`config.mk`:
```
export PLATFORM = sky130hd
export DESIGN_NAME = vape_er_exit_flat
export DESIGN_NICKNAME = d
export VERILOG_FILES = /design/src/rtl/vape_pkg.sv /design/src/rtl/vape_er_exit_if.sv /design/src/rtl/vape_sat_cnt.sv /design/src/rtl/vape_er_exit.sv /design/src/flat_wrapper.sv
export SDC_FILE = /design/constraint.sdc
export NUM_CORES = 1
export LEC_CHECK = 0
export CAP_MARGIN = 15
export CORE_ASPECT_RATIO = 0.8
export CORE_MARGIN = 10
export CORE_UTILIZATION = 48
export CTS_CLUSTER_DIAMETER = 60
export DETAILED_ROUTE_END_ITERATION = 6
export GPL_ROUTABILITY_DRIVEN = 1
export HOLD_SLACK_MARGIN = 0.15
export PLACE_DENSITY = 0.82
export SYNTH_ARGS = -nofsm -noshare
export SYNTH_HDL_FRONTEND = slang
export SYNTH_SLANG_ARGS = --single-unit
```
`constraint.sdc`:
```
create_clock -name clk -period 2.3 [get_ports clk]
set_clock_uncertainty 0.2 [all_clocks]
set_input_delay 0.46 -clock clk [delete_from_list [all_inputs] [get_ports clk]]
set_output_delay 0.46 -clock clk [all_outputs]
set_load 0.01 [all_outputs]
```
`src/rtl/vape_pkg.sv`:
```
// Shared constants for the executable-region exit monitor: the FSM state
// encodings and the address/count width.
package vape_pkg;

  localparam int ADDR_W = 16;

  localparam logic [ADDR_W-1:0] CNT_MAX = {ADDR_W{1'b1}};

  localparam logic [1:0] ST_IDLE = 2'd0;
  localparam logic [1:0] ST_RUN  = 2'd1;
  localparam logic [1:0] ST_DONE = 2'd2;
  localparam logic [1:0] ST_FAIL = 2'd3;

endpackage

```
`src/rtl/vape_er_exit_if.sv`:
```
// Bus between the CPU-side observation signals and the ER exit monitor.
// master: the side that supplies pc/irq/exec_in/bounds and reads results.
// slave : the monitor itself.
interface vape_er_exit_if;
  import vape_pkg::*;

  logic [ADDR_W-1:0] pc;
  logic              irq;
  logic              exec_in;
  logic [ADDR_W-1:0] ER_min;
  logic [ADDR_W-1:0] ER_max;
  logic              er_done;
  logic              er_abort;
  logic [ADDR_W-1:0] exec_cnt;

  modport master (
    output pc, irq, exec_in, ER_min, ER_max,
    input  er_done, er_abort, exec_cnt
  );

  modport slave (
    input  pc, irq, exec_in, ER_min, ER_max,
    output er_done, er_abort, exec_cnt
  );

endinterface

```
`src/rtl/vape_sat_cnt.sv`:
```
// Saturating up-counter with synchronous clear (clear wins over enable).
// Holds at all-ones instead of wrapping.
module vape_sat_cnt
  import vape_pkg::*;
#(
  parameter int DATA_W = ADDR_W
) (
  input  logic              clk,
  input  logic              reset_n,
  input  logic              clr,
  input  logic              en,
  output logic [DATA_W-1:0] cnt
);

  localparam logic [DATA_W-1:0] MAX_VAL = {DATA_W{1'b1}};

  // Count register: clear, else increment until it saturates.
  always_ff @(posedge clk or negedge reset_n) begin
    if (!reset_n) begin
      cnt <= '0;
    end else if (clr) begin
      cnt <= '0;
    end else if (en && (cnt != MAX_VAL)) begin
      cnt <= cnt + 1'b1;
    end
  end

endmodule

```
`src/rtl/vape_er_exit.sv`:
```
// Executable-region exit monitor. Tracks one ER run from a legal entry at
// ER_min to a legal exit at ER_max, flagging any invalidating event as an
// abort and counting the cycles spent inside the region.
// Optional feature macro: VAPE_IRQ_ABORT_EN -- when defined, an interrupt
// taken inside the region aborts the run; otherwise irq is ignored.
module vape_er_exit
  import vape_pkg::*;
(
  input  logic          clk,
  input  logic          reset_n,
  vape_er_exit_if.slave bus
);

  logic [1:0]        state;
  logic [1:0]        state_nxt;
  logic              entry_ok;
  logic              out_of_range;
  logic              irq_abort;
  logic              cnt_clr;
  logic              cnt_en;
  logic              er_done_q;
  logic              er_abort_q;
  logic [ADDR_W-1:0] cnt;

`ifdef VAPE_IRQ_ABORT_EN
  assign irq_abort = bus.irq;
`else
  // irq stays on the bus for pin compatibility but has no effect here.
  logic irq_unused;
  assign irq_unused = bus.irq;
  assign irq_abort  = 1'b0;
`endif

  // Entry legality and region bounds check (an inverted region never admits entry).
  always_comb begin
    entry_ok     = bus.exec_in && (bus.pc == bus.ER_min) && (bus.ER_min <= bus.ER_max);
    out_of_range = (bus.pc < bus.ER_min) || (bus.pc > bus.ER_max);
  end

  // Next-state decode; RUN exits are tested in priority order so that a
  // META drop always beats a simultaneous arrival at ER_max.
  always_comb begin
    state_nxt = state;
    cnt_clr   = 1'b0;
    cnt_en    = 1'b0;
    case (state)
      ST_IDLE: begin
        if (entry_ok) begin
          state_nxt = ST_RUN;
          cnt_clr   = 1'b1;
        end
      end
      ST_RUN: begin
        cnt_en = 1'b1;
        if (!bus.exec_in) begin
          state_nxt = ST_FAIL;
        end else if (irq_abort) begin
          state_nxt = ST_FAIL;
        end else if (bus.pc == bus.ER_max) begin
          state_nxt = ST_DONE;
        end else if (out_of_range) begin
          state_nxt = ST_FAIL;
        end
      end
      ST_DONE: begin
        if (!bus.exec_in) begin
          state_nxt = ST_FAIL;
        end else if (entry_ok) begin
          state_nxt = ST_RUN;
          cnt_clr   = 1'b1;
        end
      end
      default: begin
        if (entry_ok) begin
          state_nxt = ST_RUN;
          cnt_clr   = 1'b1;
        end
      end
    endcase
  end

  // State and result flags, registered together so the flags track the state.
  always_ff @(posedge clk or negedge reset_n) begin
    if (!reset_n) begin
      state      <= ST_IDLE;
      er_done_q  <= 1'b0;
      er_abort_q <= 1'b0;
    end else begin
      state      <= state_nxt;
      er_done_q  <= (state_nxt == ST_DONE);
      er_abort_q <= (state_nxt == ST_FAIL);
    end
  end

  vape_sat_cnt #(
    .DATA_W (ADDR_W)
  ) u_cnt (
    .clk     (clk),
    .reset_n (reset_n),
    .clr     (cnt_clr),
    .en      (cnt_en),
    .cnt     (cnt)
  );

  assign bus.er_done  = er_done_q;
  assign bus.er_abort = er_abort_q;
  assign bus.exec_cnt = cnt;

endmodule

```
`src/flat_wrapper.sv`:
```
// flat-port wrapper written by rule: the top's interface ports become plain ports
module vape_er_exit_flat import vape_pkg::*;
  (clk, reset_n, bus_pc, bus_irq, bus_exec_in, bus_ER_min, bus_ER_max, bus_er_done, bus_er_abort, bus_exec_cnt);
  vape_er_exit_if bus_i ();
  input  logic clk;
  input  logic reset_n;
  input wire logic [$bits(bus_i.pc)-1:0] bus_pc;
  input wire logic [$bits(bus_i.irq)-1:0] bus_irq;
  input wire logic [$bits(bus_i.exec_in)-1:0] bus_exec_in;
  input wire logic [$bits(bus_i.ER_min)-1:0] bus_ER_min;
  input wire logic [$bits(bus_i.ER_max)-1:0] bus_ER_max;
  output wire logic [$bits(bus_i.er_done)-1:0] bus_er_done;
  output wire logic [$bits(bus_i.er_abort)-1:0] bus_er_abort;
  output wire logic [$bits(bus_i.exec_cnt)-1:0] bus_exec_cnt;
  assign bus_i.pc = bus_pc;
  assign bus_i.irq = bus_irq;
  assign bus_i.exec_in = bus_exec_in;
  assign bus_i.ER_min = bus_ER_min;
  assign bus_i.ER_max = bus_ER_max;
  assign bus_er_done = bus_i.er_done;
  assign bus_er_abort = bus_i.er_abort;
  assign bus_exec_cnt = bus_i.exec_cnt;
  vape_er_exit u_core (.clk(clk), .reset_n(reset_n), .bus(bus_i));
endmodule
```
==> flow_metrics.tcl, run 1 <==
set metrics [dict create \
    synth_xor_xnor_area_share 0.0382 \
    synth_ff_type "dfrtp_1" \
    holdWs_ns 0.347 \
    cp_data_required_time_ns 2.30 \
    wl_per_cell_um 27.5 \
    antenna_left 0 \
    post-place-ws_ns -0.970 \
    fin_crit_sh 1.17 \
    max-clock-path-buffers 2 \
    crit_arrival_ns 2.69 \
    setup_violations 20 \
    peakVddDrop_mv 0.652 \
    p_per_area_nw_per_um2 577 \
    reg2reg_depth 8 \
    cts.clk_slew.worst_paths_ns 0.08 \
    antenna_cells 0 \
    worst_path_most_repeated_cell "buf_4" \
    status "complete, but fails checks" \
    ys_warn_count 0 \
    dp_cells 435 \
    tightest_slew_ns 0.531 \
    num_vias 3023 \
    fin_ws_ns -0.389 \
    cts_made_buffers 3 \
    synthSimpleGateAreaFrac 0.216 \
    syn_area_per_cell_um2 8.41 \
    syn_nets 376 \
    synth-adder-area-share 0.278 \
    worstPathBufferInverterCount 2 \
    io_buffers 68 \
    critPathMaxStageDelay_ns 0.45 \
    place_hpwl_um 6060 \
    cts_tree "built" \
    syn_to_final_growth_pct 87.2 \
    hp-class "in -> async" \
    drc 0 \
    grt_pass1_vias 3060 \
    h-tree-depth 1 \
    die_h_um 81.8 \
    worst_setup_path_start_kind "input port" \
    final_core_util 0.934 \
    post_layout_nonfiller_instances 458 \
    synth-seq-cells 20 \
    async_flop_share 1.00 \
    grt_max_degree 21 \
    start_util 0.499 \
    top_level_ports 70 \
    avgViaCountPerCell 6.60 \
    yosys.area.top_type "ha_1" \
    insertion_delay_ns 0.27 \
    violations "setup timing" \
    slew_headroom 0.642 \
    critPathTopFamily "simple AND/OR/NAND/NOR gates" \
    design.core.area_um2 4600 \
    synth_top_family_by_area "adder cells" \
    final_hold_viol_count 0 \
    period_needed_ns 2.69 \
    leakage_nw 1.79 \
    grt_pass1_wl_um 16000 \
    syn_area_um2 2290 \
    crit_type "in -> reg" \
    synth_edf_count 0 \
    path_cells "buf_4 > ha_4 > nand4_1 > buf_4 > nor4_4 > and4_4 > a31oi_4 > or4_4 > a21oi_2" \
    fin_setup_tns_ns -5.96 \
    dr.first_iter.drc_count 285 \
    gp_congestion 0.833 \
    die_x_um 97.3 \
    dr.pass1.iters 5 \
    synthCells 273 \
    synth_top_cells_by_count "ha_1, inv_1, a21oi_1" \
    cts_root_buf "clkbuf_8" \
    synth_compound_area_frac 0.181 \
    synthDistinctLibCells 44 \
    fp-row-count 22 \
    finalNetCount 502 \
    rsz0062_at_grt "true" \
    cp_num_cells 9 \
    max_freq_mhz 372 \
    antenna_found_initial 0 \
    synth.mux.area_fraction 0 \
    crit_fanout 6 \
    cap_violations 0 \
    drive_above_1_share 0.548 \
    dieArea_um2 7960 \
    clkSinkCount 20 \
    yosysMostFrequentCell "ha_1" \
    grt-ovfl-total 0 \
    grt_usage 0.248 \
    synth_area_leaders "ha_1, dfrtp_1, inv_1" \
    crit_path_end_kind "flop" \
    synth_top_area_share 0.278 \
    wirelength_um 12600 \
    crit_path_top_delay_cell "or4_4" \
    slew_violations 0 \
    yosysSeqAreaShare 0.218 \
]
[through the flow]
| stage | total power [mW] | instance area [um^2] |
|---|---|---|
| 2_1_floorplan | 1.15 | 2660 |
| 3_3_place_gp | 1.58 | 3680 |
| 3_5_place_dp | 1.63 | 3680 |
| 4_1_cts | 2.20 | 4150 |
| 5_1_grt | 2.57 | 4300 |
| 6_report | 2.48 | 4300 |
[path summary, 6_finish.rpt]
check                                    start                   end  slack, ns
min in group clk           u_core.u_cnt.cnt[1]   u_core.u_cnt.cnt[1]       0.45
setup / recovery                     bus_pc[9]  u_core.u_cnt.cnt[13]      -0.39
max in group asynchronous              reset_n       u_core.state[1]       1.33
hold reg to reg            u_core.u_cnt.cnt[1]   u_core.u_cnt.cnt[1]       0.45
setup reg to reg           u_core.u_cnt.cnt[7]  u_core.u_cnt.cnt[11]      -0.18
hold / removal                         reset_n  u_core.u_cnt.cnt[14]       0.35
[repair_timing]
action | CTS | global route
pin swaps | 51 | 36
endpoints found under the setup margin | 20 | 20
hold buffers | 0 | 0
buffers inserted | 14 | 8
gates resized for setup | 215 | 48
cloned | 1 | 0
[area by class of cell]
type	instances	area [um^2]
Clock buffer	3	41.3
Clock inverter	1	30.0
Fill cell	139	302
Inverter	38	185
Multi-Input combinational cell	212	2400
Sequential cell	20	500
Tap cell	60	75.1
Timing Repair Buffer	124	1060
[state kept, by name, indices dropped and copies added, names as in the netlist]
name,cells
u_core.bus.er_done,1
u_core.state,2
u_core.u_cnt.cnt,16
u_core.bus.er_abort,1
[cell families (layout without fill, tap and decap cells)]
| family | Yosys count | after routing |
|---|---|---|
| flip-flops | 20 | 20 |
| AND/OR/NAND/NOR | 91 | 91 |
| AO/OA/AOI/OAI | 60 | 60 |
| adder cells (fa/ha/maj) | 51 | 51 |
| XOR/XNOR | 10 | 10 |
| buffers and inverters | 41 | 166 |
[metal layers]
layer | track usage | part of all wire
met1 | 0.261 | 0.36
met2 | 0.457 | 0.47
met3 | 0.0629 | 0.088
met4 | 0.135 | 0.084
met5 | 0 | 0
[report_power, final]
part | switching [mW] | leakage [nW] | total (mW) | internal [mW]
Clock | 0.130 | 0.0357 | 0.363 | 0.233
Combinational | 0.859 | 1.51 | 1.58 | 0.723
Sequential | 0.0981 | 0.243 | 0.534 | 0.436
Total | 1.09 | 1.79 | 2.48 | 1.39
[cells in the final DEF (no fill, tap or decap), drive strengths merged, types with 2 or more instances in the layout]
master          n
nor3            3
nor2           22
o211ai          3
a211oi          2
xor2            5
o31ai           4
dfrtp          20
ha             51
inv            38
clkdlybuf4s15   5
o21ai           8
and4            2
nand3           9
nand2          19
clkdlybuf4s50  21
a21o            2
nor2b           5
a21oi          28
clkbuf          5
or3             3
or4             4
and3            3
o41ai           2
or2             3
a31oi           2
buf            86
o21a            3
nor4            3
dlygate4sd2     9
nand4          13
xnor2           5
a21boi          2
Power figures use the tool's default switching activity.
==> inputs of run 2 (changes only) <==
--- a/config.mk
+++ b/config.mk
@@ -6,14 +6,13 @@
 export NUM_CORES = 1
 export LEC_CHECK = 0
 export CAP_MARGIN = 15
-export CORE_ASPECT_RATIO = 0.8
+export CORE_ASPECT_RATIO = 1.4
 export CORE_MARGIN = 10
-export CORE_UTILIZATION = 48
+export CORE_UTILIZATION = 35
 export CTS_CLUSTER_DIAMETER = 60
 export DETAILED_ROUTE_END_ITERATION = 6
 export GPL_ROUTABILITY_DRIVEN = 1
 export HOLD_SLACK_MARGIN = 0.15
-export PLACE_DENSITY = 0.82
 export SYNTH_ARGS = -nofsm -noshare
 export SYNTH_HDL_FRONTEND = slang
 export SYNTH_SLANG_ARGS = --single-unit
==> run 2 against run 1 <==
Effect of this change:
- via count down 18%
- the flow still finishes with violations (setup timing)
- critical path depth unchanged
- global-route usage down 10 points
- worst setup slack better by 0.097 ns
- register-to-register slack better by 0.22 ns
- hold slack worse by 0.0034 ns
- largest power group unchanged
- critical endpoint is now u_core.u_cnt.cnt[9]
==> flow_metrics.tcl, run 2 (synthesized netlist as in run 1, its figures left out) <==
set metrics [dict create \
    top_level_ports 70 \
    cts.clk_slew.worst_paths_ns 0.07 \
    syn_to_final_growth_pct 81.8 \
    timing.rr.start "u_core.u_cnt.cnt[7]" \
    layout_common_cells "buf_4, ha_4, clkdlybuf4s50_1" \
    die_h_um 116 \
    insertion_delay_ns 0.25 \
    status "complete, but fails checks" \
    h-tree-depth 1 \
    dr.first_iter.drc_count 44 \
    hp-class "in -> async" \
    crit_arrival_ns 2.57 \
    p_per_area_nw_per_um2 508 \
    wirelength_um 7380 \
    cts_root_buf "clkbuf_8" \
    design.core.area_um2 6300 \
    slew_headroom 0.687 \
    peakVddDrop_mv 0.335 \
    grt_pass1_vias 2727 \
    post_layout_nonfiller_instances 477 \
    grt-ovfl-total 0 \
    drive_above_1_share 0.484 \
    dp_cells 451 \
    hold_buffers 0 \
    cts_tree "built" \
    final_common_cell "buf_4" \
    largest_reg_flops 16 \
    grt_pass1_wl_um 12000 \
    cts_made_buffers 3 \
    max-clock-path-buffers 2 \
    drc 0 \
    nFillCells 529 \
    wl_per_cell_um 15.5 \
    avgViaCountPerCell 5.17 \
    multi_input_area_um2 2230 \
    seq_area_um2 500 \
    rsz0062_at_grt "true" \
    worst_setup_path_start_kind "input port" \
    dieArea_um2 10200 \
    grt_max_degree 21 \
    fp-row-count 34 \
    dr.pass1.iters 4 \
    fin_ws_ns -0.293 \
    finalNetCount 509 \
    reg2reg_depth 7 \
    tightest_slew_ns 0.465 \
    period_needed_ns 2.59 \
    reg_top3 "u_core.u_cnt.cnt (16), u_core.state (2)" \
    final_core_util 0.663 \
    final_hold_viol_count 0 \
    regToRegSetupSlack_ns 0.04 \
    grt_usage 0.143 \
    cap_violations 0 \
    leakage_nw 1.81 \
    fin_crit_sh 1.13 \
    die_x_um 88.4 \
    crit_type "in -> reg" \
    slew_violations 0 \
    r2r_end "u_core.u_cnt.cnt[9]" \
    start_util 0.364 \
    crit_fanout 4 \
    fin_setup_tns_ns -2.60 \
    io_buffers 68 \
    max_freq_mhz 386 \
    crit_path_end_kind "flop" \
    antenna_cells 0 \
    cp_data_required_time_ns 2.28 \
    setup_violations 20 \
    post-place-ws_ns -0.919 \
    violations "setup timing" \
    antenna_left 0 \
    clkSinkCount 20 \
    num_vias 2464 \
    gp_congestion 0.829 \
    antenna_found_initial 0 \
    largest_register "u_core.u_cnt.cnt" \
    place_hpwl_um 6000 \
]
run 2: cell types whose count changed in the layout (fill, tap and decap cells not counted), sizes merged:
cell	delta
buf	-4
clkbuf	+10
bufinv	-1
dlygate4sd2	+1
clkdlybuf4s50	+1
run 2: metal layers:
layer  share of wire  global-route usage  up-vias
li1                -                   -     1240
met1            0.37               0.144     1164
met2            0.56               0.277       52
met3           0.051              0.0288        8
met4           0.016              0.0551        0
met5               0                   0        -
run 2: repair_timing:
item | in CTS | in global routing
cloned | 1 | 0
endpoints found under the setup margin | 20 | 20
pin swaps | 44 | 27
setup buffers | 16 | 6
resized for setup | 150 | 52
run 2: area by class of cell:
class	instances	share of cell area
tap	72	0.0216
inverter	38	0.0426
sequential	20	0.120
timing repair buffer	131	0.269
multi-input combinational	212	0.533
clock buffer	4	0.0132
run 2: metrics by stage:
step	hold slack (ns)	area (um^2)	power [mW]
final	0.344	4170	2.12
after detailed placement	0.356	3730	1.63
after floorplan	-0.0356	2660	1.15
after global placement	0.355	3730	1.61
after CTS	0.357	4020	2.03
after global routing	0.370	4170	2.30
run 2: how the worst max path moves through the flow:
stage                         from                   end  slack (ns)  cells after the start
floorplan            bus_ER_max[9]  u_core.u_cnt.cnt[11]       -0.23                      9
global placement     bus_ER_max[9]  u_core.u_cnt.cnt[11]       -0.89                     10
detailed placement   bus_ER_max[9]  u_core.u_cnt.cnt[11]       -0.92                     10
CTS                 bus_ER_min[11]   u_core.u_cnt.cnt[9]       -0.28                     10
global route         bus_ER_min[8]  u_core.u_cnt.cnt[15]       -0.38                     11
finish               bus_ER_min[7]   u_core.u_cnt.cnt[9]       -0.29                      9
run 2: power breakdown:
part / leakage [nW] / internal [mW] / total [mW] / switching (mW)
sequential: 0.243 / 0.436 / 0.519 / 0.0833
combinational: 1.53 / 0.694 / 1.34 / 0.642
clock: 0.0288 / 0.152 / 0.264 / 0.112
total: 1.81 / 1.28 / 2.12 / 0.837
run 2: worst max-delay path, cell delays in order:
cell	delay, ns
clkdlybuf4s15_2	0.21
ha_4	0.26
a21oi_2	0.14
o21a_1	0.15
nor3_2	0.06
o41ai_4	0.41
a31oi_4	0.16
or4_4	0.56
a21oi_2	0.16
==> inputs of run 3 (changes only) <==
--- a/config.mk
+++ b/config.mk
@@ -13,6 +13,8 @@
 export DETAILED_ROUTE_END_ITERATION = 6
 export GPL_ROUTABILITY_DRIVEN = 1
 export HOLD_SLACK_MARGIN = 0.15
+export REMOVE_ABC_BUFFERS = 1
+export SLEW_MARGIN = 10
 export SYNTH_ARGS = -nofsm -noshare
 export SYNTH_HDL_FRONTEND = slang
 export SYNTH_SLANG_ARGS = --single-unit
==> run 3 against run 2 <==
Effect of this change:
- the flow still finishes with violations (setup timing)
- final cell count is 3.4% lower
- die area stayed put
- flip-flop and latch count stayed put
- critical path type unchanged
==> flow_metrics.tcl, run 3 (synthesized netlist as in run 1, its figures left out) <==
set metrics [dict create \
    num_vias 2447 \
    max_freq_mhz 414 \
    cts.clk_slew.worst_paths_ns 0.08 \
    grt_usage 0.146 \
    critPathTopFamily "simple AND/OR/NAND/NOR gates" \
    dp_cells 442 \
    layout_common_cells "buf_4, ha_4, clkdlybuf4s50_1, dfrtp_1, inv_2" \
    dr.first_iter.drc_count 38 \
    antenna_left 0 \
    h-tree-depth 1 \
    period_needed_ns 2.41 \
    top_level_ports 70 \
    crit_path_end_kind "flop" \
    antenna_cells 0 \
    wirelength_um 7620 \
    slew_violations 0 \
    cts_tree "built" \
    clkSinkCount 20 \
    wl_met1_um 2820 \
    syn_to_final_growth_pct 79.7 \
    io_buffers 68 \
    p_per_area_nw_per_um2 523 \
    crit_arrival_ns 2.42 \
    cap_violations 0 \
    cts_root_buf "clkbuf_8" \
    crit_type "in -> reg" \
    path_cells "buf_2 > inv_2 > buf_4 > ha_4 > nand2_1 > or3_4 > a211oi_4 > nor3_1 > a211o_1 > o211ai_1 > nor2b_2" \
    crit_fanout 3 \
    dr.pass1.iters 4 \
    avgViaCountPerCell 5.31 \
    antenna_found_initial 0 \
    finalPower_mw 2.16 \
    design.core.area_um2 6300 \
    grt_max_degree 21 \
    crit_path_top_delay_cell "or3_4" \
    grt-ovfl-total 0 \
    reg2reg_depth 8 \
    hold_buffers 0 \
    wl_per_cell_um 16.5 \
    worstPathBufferInverterCount 3 \
    met2_length_um 4240 \
    start_util 0.364 \
    tightest_slew_ns 0.536 \
    reg_top3 "u_core.u_cnt.cnt (16), u_core.state (2)" \
    die_x_um 88.4 \
    leakage_nw 1.70 \
    largest_register "u_core.u_cnt.cnt" \
    wl_met3_um 383 \
    place_hpwl_um 5540 \
    fin_ws_ns -0.113 \
    status "complete, but fails checks" \
    drc 0 \
    slew_headroom 0.639 \
    critPathMaxStageDelay_ns 0.43 \
    grt_pass1_vias 2657 \
    setup_violations 6 \
    max-clock-path-buffers 2 \
    post_layout_nonfiller_instances 461 \
    grt_pass1_wl_um 12200 \
    final_hold_viol_count 0 \
    cts_made_buffers 3 \
    hp-class "in -> async" \
    die_h_um 116 \
    peakVddDrop_mv 0.294 \
    rsz0062_at_grt "true" \
    final_common_cell "buf_4" \
    fin_crit_sh 1.05 \
    cp_data_required_time_ns 2.31 \
    dieArea_um2 10200 \
    violations "setup timing" \
    insertion_delay_ns 0.26 \
    maxUsedRoutingLayer "met4" \
    worst_setup_path_start_kind "input port" \
    largest_reg_flops 16 \
    finalNetCount 493 \
    fp-row-count 34 \
    cp_num_cells 11 \
    drive_above_1_share 0.550 \
    gp_congestion 0.804 \
]
==> run 3: stage by stage <==
| stage | utilization | setup TNS [ns] | cell area (um^2) | hold slack [ns] | setup slack, ns |
|---|---|---|---|---|---|
| finish | 0.655 | -0.485 | 4120 | 0.337 | -0.113 |
| global route | 0.655 | -1.18 | 4120 | 0.363 | -0.192 |
| CTS | 0.619 | -0.626 | 3900 | 0.348 | -0.181 |
| detailed placement | 0.525 | -16.40 | 3300 | 0.361 | -0.892 |
| global placement | 0.525 | -16.28 | 3300 | 0.346 | -0.862 |
| floorplan | - | -2.77 | 2280 | -0.0356 | -0.234 |
==> run 3: final cells by class <==
type | count | area [um^2]
clock inverters | 1 | 30.0
multi-input cells | 213 | 2360
clock buffers | 3 | 41.3
inverters | 38 | 165
well taps | 72 | 90.1
repair buffers | 114 | 935
flip-flops and latches | 20 | 500
fillers | 514 | 2170
==> run 3: path summary, 6_finish.rpt <==
path                       slack (ns)                 from                   end
min in group clk                 0.39  u_core.u_cnt.cnt[6]   u_core.u_cnt.cnt[6]
min                              0.34              reset_n   u_core.u_cnt.cnt[2]
max in group asynchronous        1.35              reset_n  u_core.u_cnt.cnt[15]
max                             -0.11        bus_ER_max[5]   u_core.bus.er_abort
min reg2reg                      0.39  u_core.u_cnt.cnt[6]   u_core.u_cnt.cnt[6]
max reg2reg                      0.05  u_core.u_cnt.cnt[9]   u_core.u_cnt.cnt[9]
==> run 3: what timing repair did <==
item / 4_1_cts / 5_1_grt
gates resized for setup: 257 / 62
pin swaps: 49 / 58
cloned: 1 / 0
setup endpoints to repair: 20 / 20
buffers inserted: 12 / 5
==> run 3: per-layer routing <==
layer,vias up,GRT usage
met5,-,0
met4,0,0.0324
met3,14,0.0281
met2,65,0.292
met1,1151,0.148
li1,1217,-
==> run 3: power by group <==
part           switching (mW)  internal, mW  total [mW]
Clock                   0.128         0.233       0.360
Sequential             0.0809         0.436       0.517
Combinational           0.626         0.653        1.28
